<file path="src/rtl/mux4_rr_arbiter.sv">
// Round-robin arbiter in front of a 4:1 single-bit mux: one-hot registered grant,
// mux select that tracks the owner, and an optional per-tenure hold limit.
module mux4_rr_arbiter #(
  parameter int unsigned MAX_HOLD = 8
) (
  input  logic       clk,
  input  logic       rst_n,
  input  logic [3:0] req,
  output logic [3:0] gnt,
  output logic [1:0] sel,
  output logic       valid
);

  typedef enum logic {
    ST_IDLE,
    ST_GRANT
  } state_t;

  localparam logic [7:0] HOLD = MAX_HOLD[7:0];

  state_t     r_state, w_state_nxt;
  logic [1:0] r_ptr,   w_ptr_nxt;
  logic [1:0] r_owner, w_owner_nxt;
  logic [7:0] r_cnt,   w_cnt_nxt;
  logic [3:0] r_gnt,   w_gnt_nxt;
  logic [1:0] r_sel,   w_sel_nxt;

  logic       w_found;
  logic [1:0] w_winner;
  logic       w_at_limit;
  logic       w_others;
  logic       w_release;

  // Rotating priority search: r_ptr first, the previous owner last.
  always_comb begin
    w_found  = 1'b0;
    w_winner = r_ptr;
    for (int unsigned i = 0; i < 4; i++) begin
      if (!w_found && req[r_ptr + 2'(i)]) begin
        w_found  = 1'b1;
        w_winner = r_ptr + 2'(i);
      end
    end
  end

  assign w_at_limit = (HOLD != 8'd0) && (r_cnt == HOLD);
  assign w_others   = |(req & ~r_gnt);
  assign w_release  = !req[r_owner] || (w_at_limit && w_others);

  always_comb begin
    w_state_nxt = r_state;
    w_ptr_nxt   = r_ptr;
    w_owner_nxt = r_owner;
    w_cnt_nxt   = r_cnt;
    w_gnt_nxt   = r_gnt;
    w_sel_nxt   = r_sel;
    unique case (r_state)
      ST_IDLE: begin
        if (w_found) begin
          w_state_nxt = ST_GRANT;
          w_owner_nxt = w_winner;
          w_gnt_nxt   = 4'b0001 << w_winner;
          w_sel_nxt   = w_winner;
          w_cnt_nxt   = 8'd1;
          w_ptr_nxt   = w_winner + 2'd1;
        end
      end
      ST_GRANT: begin
        if (w_release) begin
          if (w_found) begin
            w_owner_nxt = w_winner;
            w_gnt_nxt   = 4'b0001 << w_winner;
            w_sel_nxt   = w_winner;
            w_cnt_nxt   = 8'd1;
            w_ptr_nxt   = w_winner + 2'd1;
          end else begin
            // sel deliberately kept so the mux output does not glitch while idle
            w_state_nxt = ST_IDLE;
            w_gnt_nxt   = '0;
            w_cnt_nxt   = '0;
          end
        end else if (w_at_limit) begin
          w_cnt_nxt = 8'd1;
        end else if (r_cnt != 8'hFF) begin
          w_cnt_nxt = r_cnt + 8'd1;
        end
      end
      default: begin
        w_state_nxt = ST_IDLE;
        w_gnt_nxt   = '0;
      end
    endcase
  end

  always_ff @(posedge clk or negedge rst_n) begin
    if (!rst_n) begin
      r_state <= ST_IDLE;
      r_ptr   <= '0;
      r_owner <= '0;
      r_cnt   <= '0;
      r_gnt   <= '0;
      r_sel   <= '0;
    end else begin
      r_state <= w_state_nxt;
      r_ptr   <= w_ptr_nxt;
      r_owner <= w_owner_nxt;
      r_cnt   <= w_cnt_nxt;
      r_gnt   <= w_gnt_nxt;
      r_sel   <= w_sel_nxt;
    end
  end

  assign gnt   = r_gnt;
  assign sel   = r_sel;
  assign valid = |r_gnt;

endmodule

</file>
<file path="config.mk">
export PLATFORM = sky130hd
export DESIGN_NAME = mux4_rr_arbiter
export DESIGN_NICKNAME = d
export VERILOG_FILES = /design/src/rtl/mux4_rr_arbiter.sv
export SDC_FILE = /design/constraint.sdc
export NUM_CORES = 1
export LEC_CHECK = 0
export CORE_ASPECT_RATIO = 2
export CORE_MARGIN = 3
export CORE_UTILIZATION = 40
export DETAILED_ROUTE_END_ITERATION = 8
export GPL_ROUTABILITY_DRIVEN = 0
export HOLD_SLACK_MARGIN = 0.03
export PLACE_DENSITY = 0.68
export REMOVE_ABC_BUFFERS = 1
export SLEW_MARGIN = 20
export SYNTH_ARGS = -nofsm -noshare
export SYNTH_HDL_FRONTEND = slang
export SYNTH_SLANG_ARGS = --single-unit
export TNS_END_PERCENT = 30
</file>
<file path="constraint.sdc">
create_clock -name clk -period 2.14 [get_ports clk]
set_clock_uncertainty 0.05 [all_clocks]
set_input_delay 0.428 -clock clk [delete_from_list [all_inputs] [get_ports clk]]
set_output_delay 0.428 -clock clk [all_outputs]
set_load 0.1 [all_outputs]
</file>
==> results.json <==
{
  "status": "complete, no violations",
  "ios": 13,
  "yosysTopAreaCellShare": 0.400,
  "diodes": 0,
  "crit_arrival_ns": 1.48,
  "cts_tree": "built",
  "place_ws_ns": -0.0833,
  "internal_power_mw": 1.04,
  "max_cap_violations": 0,
  "cp.required_ns": 1.66,
  "clock-sinks": 17,
  "cp-end-kind": "primary output",
  "fin_cells": 162,
  "r2r_slack_ns": 0.30,
  "synth_compound_area_frac": 0.237,
  "die_y_um": 79.0,
  "cts_buffers": 3,
  "reg2reg_to": "r_owner[0]$_DFFE_PN0P_",
  "rsz0062_at_grt": "false",
  "cts_resized": 0,
  "gr-total-overflow": 0,
  "wl_per_cell_um": 16.1,
  "cts_hold_buf": 0,
  "pwr-share-comb": 0.617,
  "fin_util": 0.540,
  "reg2reg_depth": 7,
  "synthSimpleGateAreaFrac": 0.183,
  "finalCriticalPeriod_ns": 1.96,
  "power_frac_seq": 0.266,
  "setup_ws_ns": 0.178,
  "p_sw_mw": 1.05,
  "grt_max_degree": 18,
  "p_sw_frac": 0.503,
  "die_area_um2": 3350,
  "wl_mm": 2.60,
  "power_frac_clock": 0.117,
  "yosys-top-cells-count": "17 x dfrtp_1, 14 x nand2_1, 11 x a21oi_1, 7 x inv_1",
  "synth_top_family_by_area": "compound AO/OA/AOI/OAI gates",
  "synthMostInstantiatedCell": "dfrtp_1",
  "cpLargestDelayFamily": "simple AND/OR/NAND/NOR gates",
  "clk_pin_slew_ns": 0.07,
  "r2r_start": "r_cnt[0]$_DFFE_PN0P_",
  "yosysUniqueCellTypes": 40,
  "syn_area_um2": 1060,
  "synth_xor_xnor_area_share": 0,
  "max_stage_delay_ns": 0.59,
  "grtUsageTotal": 0.172,
  "crit_type": "reg2out",
  "num_rows": 25,
  "power_mw": 2.09,
  "avgSynthCellArea_um2": 9.51,
  "period_share": 0.917,
  "final_nets": 148,
  "drtPass1Iterations": 4,
  "syn_to_final_growth_pct": 23.7,
  "syn_inst": 112,
  "critPathLaunchType": "flop",
  "finalHoldViolations": 0,
  "post_drt_via_cell_ratio": 5.93,
  "drive_gt1_frac": 0.230,
  "grt_pass1_wl_mm": 4.46,
  "ant_nets": 0,
  "clock_latency_ns": 0.25,
  "ys.warnings.count": 0,
  "ys_ff_latch": 17,
  "path_max_fanout": 4,
  "vias": 961,
  "cts-root-buf": "clkbuf_8",
  "hp-class": "in2async",
  "synth-edff-count": 0,
  "grt_pass1_vias": 1009,
  "synth-main-ff-cell": "dfrtp_1",
  "yosysTopAreaCell": "dfrtp_1",
  "place_inst": 158,
  "design.core.area_um2": 2440,
  "place_hpwl_mm": 2.06,
  "slowest_stage": "or4_1",
  "synth-adder-area-share": 0.0705,
  "p_per_area_nw_per_um2": 1590,
  "cts_max_path_buffers": 2,
  "drv_slew": 0,
  "ys_seq_area_frac": 0.400,
  "synth_mux_area_frac": 0.0611,
  "drcViolationCount": 0,
  "path_buf_inv": 1,
  "setup_violations": 0,
  "max_slew_margin": 0.815,
  "synthArstFlopShare": 1.00,
  "post_cts_buffers": 0,
  "h-tree-depth": 1,
  "worst_pin_slew_ns": 0.277,
  "drtIter0Drc": 26,
  "ys_top_cells_by_area": "dfrtp_1 40%, ha_1 7.1%, a21oi_1 5.2%",
  "port_buffers": 12,
  "antenna_found_initial": 0,
  "initial_core_util": 0.436,
  "ir_drop_v": 0.00113,
  "maxClockFrequency_mhz": 510,
  "path_cells": "or4_1, buf_12",
  "p_leak_nw": 0.626,
  "die_w_um": 42.5
}
-- cells by family (layout without fill, tap and decap cells) --
| kind of cell | Yosys count | count (layout) |
|---|---|---|
| buffers and inverters | 11 | 34 |
| adder cells (fa/ha/maj) | 6 | 6 |
| AO/OA/AOI/OAI | 35 | 35 |
| flip-flops | 17 | 17 |
| AND/OR/NAND/NOR | 38 | 38 |
| multiplexers | 5 | 5 |
-- routing by layer --
layer	vias up	part of all wire	global-route usage
met5	-	0	0
met2	25	0.57	0.330
li1	457	-	-
met4	0	0.032	0.0841
met3	12	0.037	0.0249
met1	467	0.36	0.170
-- registers in the layout, indices dropped and copies added (netlist names) --
| name | flops |
|---|---|
| gnt | 4 |
| r_cnt | 8 |
| r_owner | 2 |
| r_ptr | 2 |
| r_state | 1 |
-- power by group through the flow --
stage               clock network (mW)  registers [mW]  logic (mW)
floorplan                            0           0.851       0.608
global placement                     0           0.559        1.27
detailed placement                   0           0.553        1.30
CTS                              0.249           0.552        1.30
global route                     0.262           0.574        1.37
finish                           0.244           0.557        1.29
-- worst reg2reg max path: cells and delay by family, from the launching register on --
kind            cells  cell delay, ns
compound gates      1            0.16
fa+ha+maj           1            0.16
buf+inv             1            0.10
flops               1            0.42
mux                 1            0.31
simple gates        3            0.53
-- cells in the final DEF (no fill, tap or decap), drive strengths merged --
cell type       n
a21o            1
a21oi          11
a22o            5
a22oi           1
a31o            1
a31oi           2
a32o            1
a41oi           2
and2            2
and3            1
and4            1
and4bb          1
buf            18
clkbuf          3
clkdlybuf4s50   5
clkinv          1
dfrtp          17
ha              6
inv             7
mux2            3
mux2i           2
nand2          14
nand2b          4
nand3           3
nand4           2
nor2            6
nor2b           1
nor3            1
o2111a          1
o211a           1
o21ai           4
o21ba           1
o22a            1
o22ai           2
o31ai           1
or2             1
or4             1
-- metrics by stage --
| step | cell area (µm²) | hold WS [ns] | TNS (ns) |
|---|---|---|---|
| 2_1_floorplan | 1040 | 0.0824 | -0.164 |
| 3_3_place_gp | 1270 | 0.500 | -0.245 |
| 3_5_place_dp | 1270 | 0.508 | -0.362 |
| 4_1_cts | 1320 | 0.456 | 0 |
| 5_1_grt | 1320 | 0.468 | 0 |
| 6_report | 1320 | 0.450 | 0 |
-- how the worst max path moves through the flow --
stage / to / slack (ns) / depth (start not counted) / startpoint
2_1_floorplan: valid / -0.16 / 1 / gnt[0]$_DFFE_PN0P_
3_3_place_gp: gnt[1]$_DFFE_PN0P_ / -0.05 / 9 / req[0]
3_5_place_dp: r_ptr[1]$_DFFE_PN0P_ / -0.08 / 7 / req[0]
4_1_cts: valid / 0.17 / 2 / gnt[0]$_DFFE_PN0P_
5_1_grt: r_ptr[1]$_DFFE_PN0P_ / 0.02 / 7 / req[0]
6_report: valid / 0.18 / 2 / gnt[0]$_DFFE_PN0P_
-- cell type report --
| cell class | count | area (µm²) |
|---|---|---|
| clock buffers | 3 | 41.3 |
| clock inverters | 1 | 5.00 |
| fillers | 243 | 1120 |
| inverters | 7 | 26.3 |
| multi-input cells | 84 | 588 |
| flip-flops and latches | 17 | 425 |
| well taps | 27 | 33.8 |
| repair buffers | 23 | 198 |
(Power assumes the default switching activity.)
